File: config.mk
export PLATFORM = sky130hd
export DESIGN_NAME = tbb_fetch
export DESIGN_NICKNAME = d
export VERILOG_FILES = /design/src/rtl/tbb_fetch.sv
export SDC_FILE = /design/constraint.sdc
export NUM_CORES = 1
export LEC_CHECK = 0
export CAP_MARGIN = 20
export CORE_AREA = 3 3 456 458
export CTS_CLUSTER_DIAMETER = 150
export CTS_CLUSTER_SIZE = 12
export DETAILED_ROUTE_END_ITERATION = 12
export DIE_AREA = 0 0 459 461
export GPL_TIMING_DRIVEN = 0
export PLACE_DENSITY = 0.35
export RECOVER_POWER = 100
export SLEW_MARGIN = 20
export SYNTH_ARGS = -nofsm -noshare
export SYNTH_HDL_FRONTEND = slang
export SYNTH_SLANG_ARGS = --single-unit
File: constraint.sdc
create_clock -name clk -period 3.4 [get_ports clk]
set_input_delay 1.02 -clock clk [delete_from_list [all_inputs] [get_ports clk]]
set_output_delay 1.02 -clock clk [all_outputs]
set_load 0.02 [all_outputs]
File: src/rtl/tbb_fetch.sv
// tbb_fetch: turns task batch buffer line requests into host reads
// and writes returning lines into the buffer by response tag.
module tbb_fetch #(
  parameter int TBB_WR_ADDR_WIDTH = 12,
  parameter int TBB_WR_DATA_WIDTH = 512,
  parameter int HOST_ADDR_WIDTH   = 32,
  parameter int BATCH_CNT_WIDTH   = 16,
  parameter int MAX_OUTSTANDING   = 64
) (
  input  logic                         clk,
  input  logic                         reset_n,
  input  logic                         cfg_start,
  input  logic [HOST_ADDR_WIDTH-1:0]   cfg_base_addr,
  input  logic [BATCH_CNT_WIDTH-1:0]   cfg_num_batches,
  input  logic                         ReqValid,
  input  logic [TBB_WR_ADDR_WIDTH-1:0] ReqLineIdx,
  output logic                         ReqAck,
  input  logic                         tx_almost_full,
  output logic                         rd_req_valid,
  output logic [HOST_ADDR_WIDTH-1:0]   rd_req_addr,
  output logic [TBB_WR_ADDR_WIDTH-1:0] rd_req_tag,
  input  logic                         rd_rsp_valid,
  input  logic [TBB_WR_ADDR_WIDTH-1:0] rd_rsp_tag,
  input  logic [TBB_WR_DATA_WIDTH-1:0] rd_rsp_data,
  output logic                         WrEn,
  output logic [TBB_WR_ADDR_WIDTH-1:0] WrAddr,
  output logic [TBB_WR_DATA_WIDTH-1:0] WrDin,
  output logic                         busy,
  output logic                         done
);

  localparam int OW = $clog2(MAX_OUTSTANDING + 1);
  localparam int CW = BATCH_CNT_WIDTH + TBB_WR_ADDR_WIDTH;
  localparam logic [OW-1:0] MAXO = OW'(MAX_OUTSTANDING);
  localparam logic [TBB_WR_ADDR_WIDTH-1:0] LAST = '1;

  typedef enum logic [3:0] {
    S_IDLE  = 4'b0001,
    S_FETCH = 4'b0010,
    S_DRAIN = 4'b0100,
    S_DONE  = 4'b1000
  } state_t;

  state_t                       state_q;
  logic [OW-1:0]                out_q, out_d;
  logic [BATCH_CNT_WIDTH-1:0]   batch_q, nb_q;
  logic [HOST_ADDR_WIDTH-1:0]   base_q, addr_d;
  logic [CW-1:0]                off;
  logic                         ack, last_line;

  assign ack = state_q[1] && ReqValid && !tx_almost_full
            && (out_q < MAXO);
  assign ReqAck = ack;
  assign last_line = (ReqLineIdx == LAST);

  // batch * lines_per_batch + line is just the concatenation
  assign off = {batch_q, ReqLineIdx};
  assign addr_d = base_q + HOST_ADDR_WIDTH'(off);

  // clamped at zero so responses from an aborted run are harmless
  always_comb begin
    out_d = out_q;
    if (ack && !rd_rsp_valid)
      out_d = out_q + 1'b1;
    else if (!ack && rd_rsp_valid && out_q != '0)
      out_d = out_q - 1'b1;
  end

  always_ff @(posedge clk) begin
    if (!reset_n) begin
      state_q      <= S_IDLE;
      rd_req_valid <= 1'b0;
      rd_req_addr  <= '0;
      rd_req_tag   <= '0;
      WrEn         <= 1'b0;
      WrAddr       <= '0;
      WrDin        <= '0;
      out_q        <= '0;
      batch_q      <= '0;
      nb_q         <= '0;
      base_q       <= '0;
      busy         <= 1'b0;
      done         <= 1'b0;
    end else begin
      rd_req_valid <= ack;
      if (ack) begin
        rd_req_addr <= addr_d;
        rd_req_tag  <= ReqLineIdx;
      end
      WrEn <= rd_rsp_valid;
      if (rd_rsp_valid) begin
        WrAddr <= rd_rsp_tag;
        WrDin  <= rd_rsp_data;
      end
      out_q <= out_d;
      unique case (1'b1)
        state_q[0]: begin
          if (cfg_start) begin
            base_q  <= cfg_base_addr;
            nb_q    <= cfg_num_batches;
            batch_q <= '0;
            if (cfg_num_batches != '0) begin
              state_q <= S_FETCH;
              busy    <= 1'b1;
            end else begin
              state_q <= S_DONE;
              done    <= 1'b1;
            end
          end
        end
        state_q[1]: begin
          if (ack && last_line) begin
            batch_q <= batch_q + 1'b1;
            if (batch_q == nb_q - 1'b1)
              state_q <= S_DRAIN;
          end
        end
        state_q[2]: begin
          if (out_q == '0 && !rd_rsp_valid) begin
            state_q <= S_DONE;
            busy    <= 1'b0;
            done    <= 1'b1;
          end
        end
        state_q[3]: begin
          state_q <= S_IDLE;
          done    <= 1'b0;
        end
        default: begin
          state_q <= S_IDLE;
          busy    <= 1'b0;
          done    <= 1'b0;
        end
      endcase
    end
  end

endmodule

== Word-level counts from Yosys, hierarchy flattened ==
Index checks and enable logic that the tools add are counted.

* Input port bits: 590
* Word-level logic and storage cells: 71
* Register bits after elaboration: 647
* Output and inout bits: 573

* Multiplexer cells: 19
* Reduce and logical (&&, ||, !) cells: 22
* Equality and inequality tests: 8
* $lt $le $gt $ge: 1
* Bitwise gates (word level): 2
* Add/sub/neg operators: 5

{| class="wikitable"
|+ Operators by type and width
! cell !! count
|-
| $add A32 B28 Y32 || 1
|-
| $mux W16 || 2
|-
| $pmux W16 S2 || 1
|-
| $mux W4 || 5
|-
| $add A16 B1 Y16 const B || 1
|-
| $eq A16 B16 Y1 || 1
|-
| $reduce_bool A16 Y1 || 1
|-
| $sub A16 B1 Y16 const B || 1
|-
| $mux W7 || 2
|-
| $eq A12 B12 Y1 const B || 1
|-
| $pmux W4 S3 || 1
|-
| $reduce_and A4 Y1 || 3
|-
| $logic_and A1 B1 Y1 || 8
|-
| $ne A2 B1 Y1 const B || 4
|-
| $add A7 B1 Y7 const B || 1
|-
| $logic_not A7 Y1 || 1
|-
| $lt A7 B7 Y1 const B || 1
|-
| $reduce_bool A7 Y1 || 1
|-
| $sub A7 B1 Y7 const B || 1
|-
| $mux W1 || 6
|-
| $pmux W1 S3 || 2
|-
| $ne A2 B2 Y1 const B || 2
|-
| $reduce_bool A2 Y1 || 2
|-
| $logic_not A1 Y1 || 3
|-
| other kinds (4) || 5
|}

== Depth between registers and ports, before layout ==
* Depth after elaboration: 8
* Mapped depth: 12
* Mapped depth without buffers: 12

== Worst setup path after synthesis ==
No wires, ideal clock.

* Kind: input -> register
* From: in ReqLineIdx[0]
* To: reg rd_req_addr[26]
* Library setup time: 70 ps
* Arrival: 3375 ps
* Buffers on the path: 0
* Stages: 12
* Required time: 3330 ps
* Path slack: -45 ps
* Cells stage by stage: ha_1 -> inv_1 -> fa_1 -> nand2b_1 -> a21oi_1 -> o21ai_1 -> o21ai_0 -> a21oi_1 -> o311ai_0 -> xor2_1 -> nand2_1 -> a21oi_1

* Cells in the longest elaborated chain, start to end: 1

{| class="wikitable"
|+ RTL lines
! what !! RTL line !! source
|-
| start, declared || 16 || <nowiki>input logic [TBB_WR_ADDR_WIDTH-1:0] ReqLineIdx,</nowiki>
|-
| $add A32 B28 Y32 || 58 || <nowiki>assign addr_d = base_q + HOST_ADDR_WIDTH'(off);</nowiki>
|-
| end signal, assigned || 87 || <nowiki>rd_req_addr <= addr_d;</nowiki>
|-
| end, declared || 20 || <nowiki>output logic [HOST_ADDR_WIDTH-1:0] rd_req_addr,</nowiki>
|}

Every way passes these cells.
A chain may end at the register's enable or synchronous reset.

== Final worst setup path ==
* From: in tx_almost_full
* To: reg state_q[3]

* Cells in the longest elaborated chain, start to end: 6

{| class="wikitable"
|+ RTL lines
! what !! RTL line !! source
|-
| start, declared || 18 || <nowiki>input logic tx_almost_full,</nowiki>
|-
| $logic_not A1 Y1 || 51 || <nowiki>assign ack = state_q[1] && ReqValid && !tx_almost_full</nowiki>
|-
| $logic_and A1 B1 Y1 || 51 ||
|-
| $logic_and A1 B1 Y1 || 52 || <nowiki>&& (out_q < MAXO);</nowiki>
|-
| $logic_and A1 B1 Y1 || 112 || <nowiki>if (ack && last_line) begin</nowiki>
|-
| $ne A2 B1 Y1 (no line) || -- ||
|-
| $reduce_and A4 Y1 (no line) || -- ||
|-
| end signal, assigned || 115 || <nowiki>state_q <= S_DRAIN;</nowiki>
|-
| end signal, assigned || 120 || <nowiki>state_q <= S_DONE;</nowiki>
|-
| end signal, assigned || 126 || <nowiki>state_q <= S_IDLE;</nowiki>
|-
| end, declared || 44 || <nowiki>state_t state_q;</nowiki>
|}

Every way passes these cells.

==> results.sh <==
export IMPL_status="finished, final reports clean"
export IMPL_critPathRequiredTime_ps=4000
export IMPL_synth_seq_cells=647
export IMPL_grt_max_degree=19
export IMPL_wl_um=179000
export IMPL_clkPwrFrac=0.358
export IMPL_tritoncts="yes"
export IMPL_synth_cell_types=51
export IMPL_slew_violations=0
export IMPL_nNetsFinal=4385
export IMPL_grt_pass1_vias=23392
export IMPL_rsz0062_at_grt="no"
export IMPL_ant_nets=0
export IMPL_finalCritPeriodShare=0.9803
export IMPL_num_rows=166
export IMPL_rrSetupSlack_ps=330
export IMPL_clock_latency_ps=700
export IMPL_root_buffer="clkbuf_16"
export IMPL_syn_area_per_cell_sq_um=9.757
export IMPL_hold_path_class="reg -> reg"
export IMPL_yosysSeqAreaShare=0.5257
export IMPL_tns_ps=0
export IMPL_hold_viol_final=0
export IMPL_avgRoutedWirePerCell_um=27.61
export IMPL_design_die_area_sq_mm=0.2116
export IMPL_max_freq_mhz=300.0
export IMPL_layout_cells_non_filler=6484
export IMPL_core_area_sq_mm=0.2044
export IMPL_syn_inst=2525
export IMPL_post_drt_via_cell_ratio=3.580
export IMPL_vdd_drop_max_uv=439.6
export IMPL_whs_ps=450.4
export IMPL_power_leakage_nw=17.93
export IMPL_dpl_hpwl_um=152500
export IMPL_endpoint_kind="flop"
export IMPL_gr_total_overflow=0
export IMPL_fin_skew_ps=11.59
export IMPL_timing_slew_headroom=0.1945
export IMPL_drt_iter0_markers=1067
export IMPL_synth_edff_count=0
export IMPL_grt_use_total=0.1621
export IMPL_initial_core_util=0.1205
export IMPL_maxCapViolations=0
export IMPL_switching_share=0.3039
export IMPL_clk_path_buf_depth=3
export IMPL_combPwrFrac=0.204
export IMPL_area_growth_pct=69.19
export IMPL_ioPinCount=1163
export IMPL_fin_crit_ps=3333
export IMPL_final_cell_area_sq_mm=0.04169
export IMPL_place_port_buffers=1160
export IMPL_cp_start_kind="primary input"
export IMPL_synthesis_area_sq_mm=0.02464
export IMPL_cts_made_buffers=61
export IMPL_cts_sinks=647
export IMPL_async_reset_ff_frac=0
export IMPL_synth_fp_nets=3152
export IMPL_ctsHoldBuffers=0
export IMPL_worstSetupPathType="in -> reg"
export IMPL_fill_cells=22709
export IMPL_gp_congestion=0.8367
export IMPL_final_common_cell="dfxtp_1"
export IMPL_p_sw_mw=5.785
export IMPL_post_dp_cell_area_sq_mm=0.03977
export IMPL_cts_max_level=2
export IMPL_yosysWarnings=0
export IMPL_die_y_um=461
export IMPL_postLayoutCoreUtil=0.2040
export IMPL_drive_above_1_share=0.03162
export IMPL_worstPathMaxFanout=5
export IMPL_powerDensity_mw_per_mm2=456.7
export IMPL_place_ws_ps=-1758
export IMPL_fin_ws_ps=67.14
export IMPL_vias=23215
export IMPL_die_w_um=459
export IMPL_setup_viol=0
export IMPL_clkTransAtPathRegs_ps=60
export IMPL_pwr_share_seq=0.437
export IMPL_ys_flop_type="dfxtp_1"
export IMPL_power_internal_mw=13.25
export IMPL_p_total_mw=19.04
export IMPL_grt_pass1_wl_um=230300
export IMPL_dp_cells=6378
export IMPL_layout_common_cells="dfxtp_1 (647), clkdlybuf4s50_1 (581), dlygate4sd3_1 (574), nor2_1 (568), mux2i_1 (531)"
export IMPL_worstPathArrival_ps=3930
export IMPL_worstMarginPinSlew_ps=1208
export IMPL_drc_errors=0
export IMPL_antenna_found_initial=142
export IMPL_dr_pass1_iters=5
[sequential cells by signal, summed over array words and instances (netlist names)]
name and cells:
WrAddr 12, WrDin 512, WrEn 1, base_q 32, batch_q 16, busy 1
done 1, nb_q 16, out_q 7, rd_req_addr 32, rd_req_tag 12, rd_req_valid 1
state_q 4
[cell type report]
type                       count  area (sq um)  area share
tap                         2688          3363     0.08068
multi-input combinational   1707         11090      0.2660
clock buffer                  61          1526     0.03662
inverter                      17         68.82    0.001651
sequential                   647         12950      0.3107
clock inverter                 8         196.4    0.004712
timing repair buffer        1170         11760      0.2821
buffer                       154         650.6     0.01561
antenna                       32         80.08    0.001921
[critical path, cell delays in order]
cell and delay, ps:
dlygate4sd2_1 300, nor2_2 140, nand3_4 120, clkinv_4 110, nand2_1 120, or4_4 620
or4_1 530, nor3_1 220, o2111ai_1 230, nand2_1 180, a31oi_1 110, a211oi_2 200
[cell families (layout without fill, tap and decap cells)]
logic type	count (synthesis)	in the layout	share of synthesized area
flip-flops	647	647	0.5257
AND/OR/NAND/NOR	868	868	0.1417
other	0	32	0
AO/OA/AOI/OAI	206	206	0.04794
XOR/XNOR	64	64	0.02275
buffers and inverters	171	1410	0.02626
multiplexers	532	532	0.2162
adder cells (fa/ha/maj)	37	37	0.01940
[timing repair]
action / 4_1_cts / 5_1_grt
pin swaps: 3 / 2
endpoints found under the setup margin: 139 / 46
setup buffers: 5 / 0
gates resized for setup: 30 / 22
[cell usage after synthesis, drive strengths merged (6+ instances only)]
master,number,area [sq um]
a21oi,119,595.6
dfxtp,647,12950
o21ai,32,160.2
nor2,569,2136
nand4,12,75.07
or3,8,50.05
a211oi,11,87.58
and3,7,43.79
nand3,30,155.1
ha,35,437.9
xnor2,31,271.5
xor2,33,289.0
nor3,16,85.08
mux2i,531,5315
nand2,192,720.7
nand2b,11,68.82
a21o,15,112.6
clkbuf,101,379.1
nor4,6,37.54
buf,53,202.7
inv,15,56.30
[per-layer routing]
| metal | track usage | wire length [um] |
|---|---|---|
| met3 | 0.08116 | 19960 |
| met5 | 0 | 408 |
| met1 | 0.1736 | 66460 |
| met2 | 0.2867 | 88110 |
| met4 | 0.03093 | 4100 |
[worst paths after layout]
kind	start	end	depth (start not counted)
worst max-delay path	tx_almost_full	state_q[3]$_SDFFE_PN0P_	12
worst min-delay path	rd_req_addr[24]$_SDFFE_PN0P_	rd_req_addr[24]$_SDFFE_PN0P_	2
worst max register to register	state_q[1]$_SDFF_PN0_	state_q[3]$_SDFFE_PN0P_	11
worst min register to register	rd_req_addr[24]$_SDFFE_PN0P_	rd_req_addr[24]$_SDFFE_PN0P_	2
[power by group through the flow]
stage / Clock (mW) / Combinational, mW / Sequential, mW
after global placement: 0 / 4.09 / 8.51
after floorplan: 0 / 1.31 / 8.91
after detailed placement: 0 / 4.09 / 8.51
after global routing: 7.36 / 4.22 / 8.38
after CTS: 7.19 / 4.13 / 8.35
final: 6.82 / 3.89 / 8.33
(Power assumes the default switching activity.)
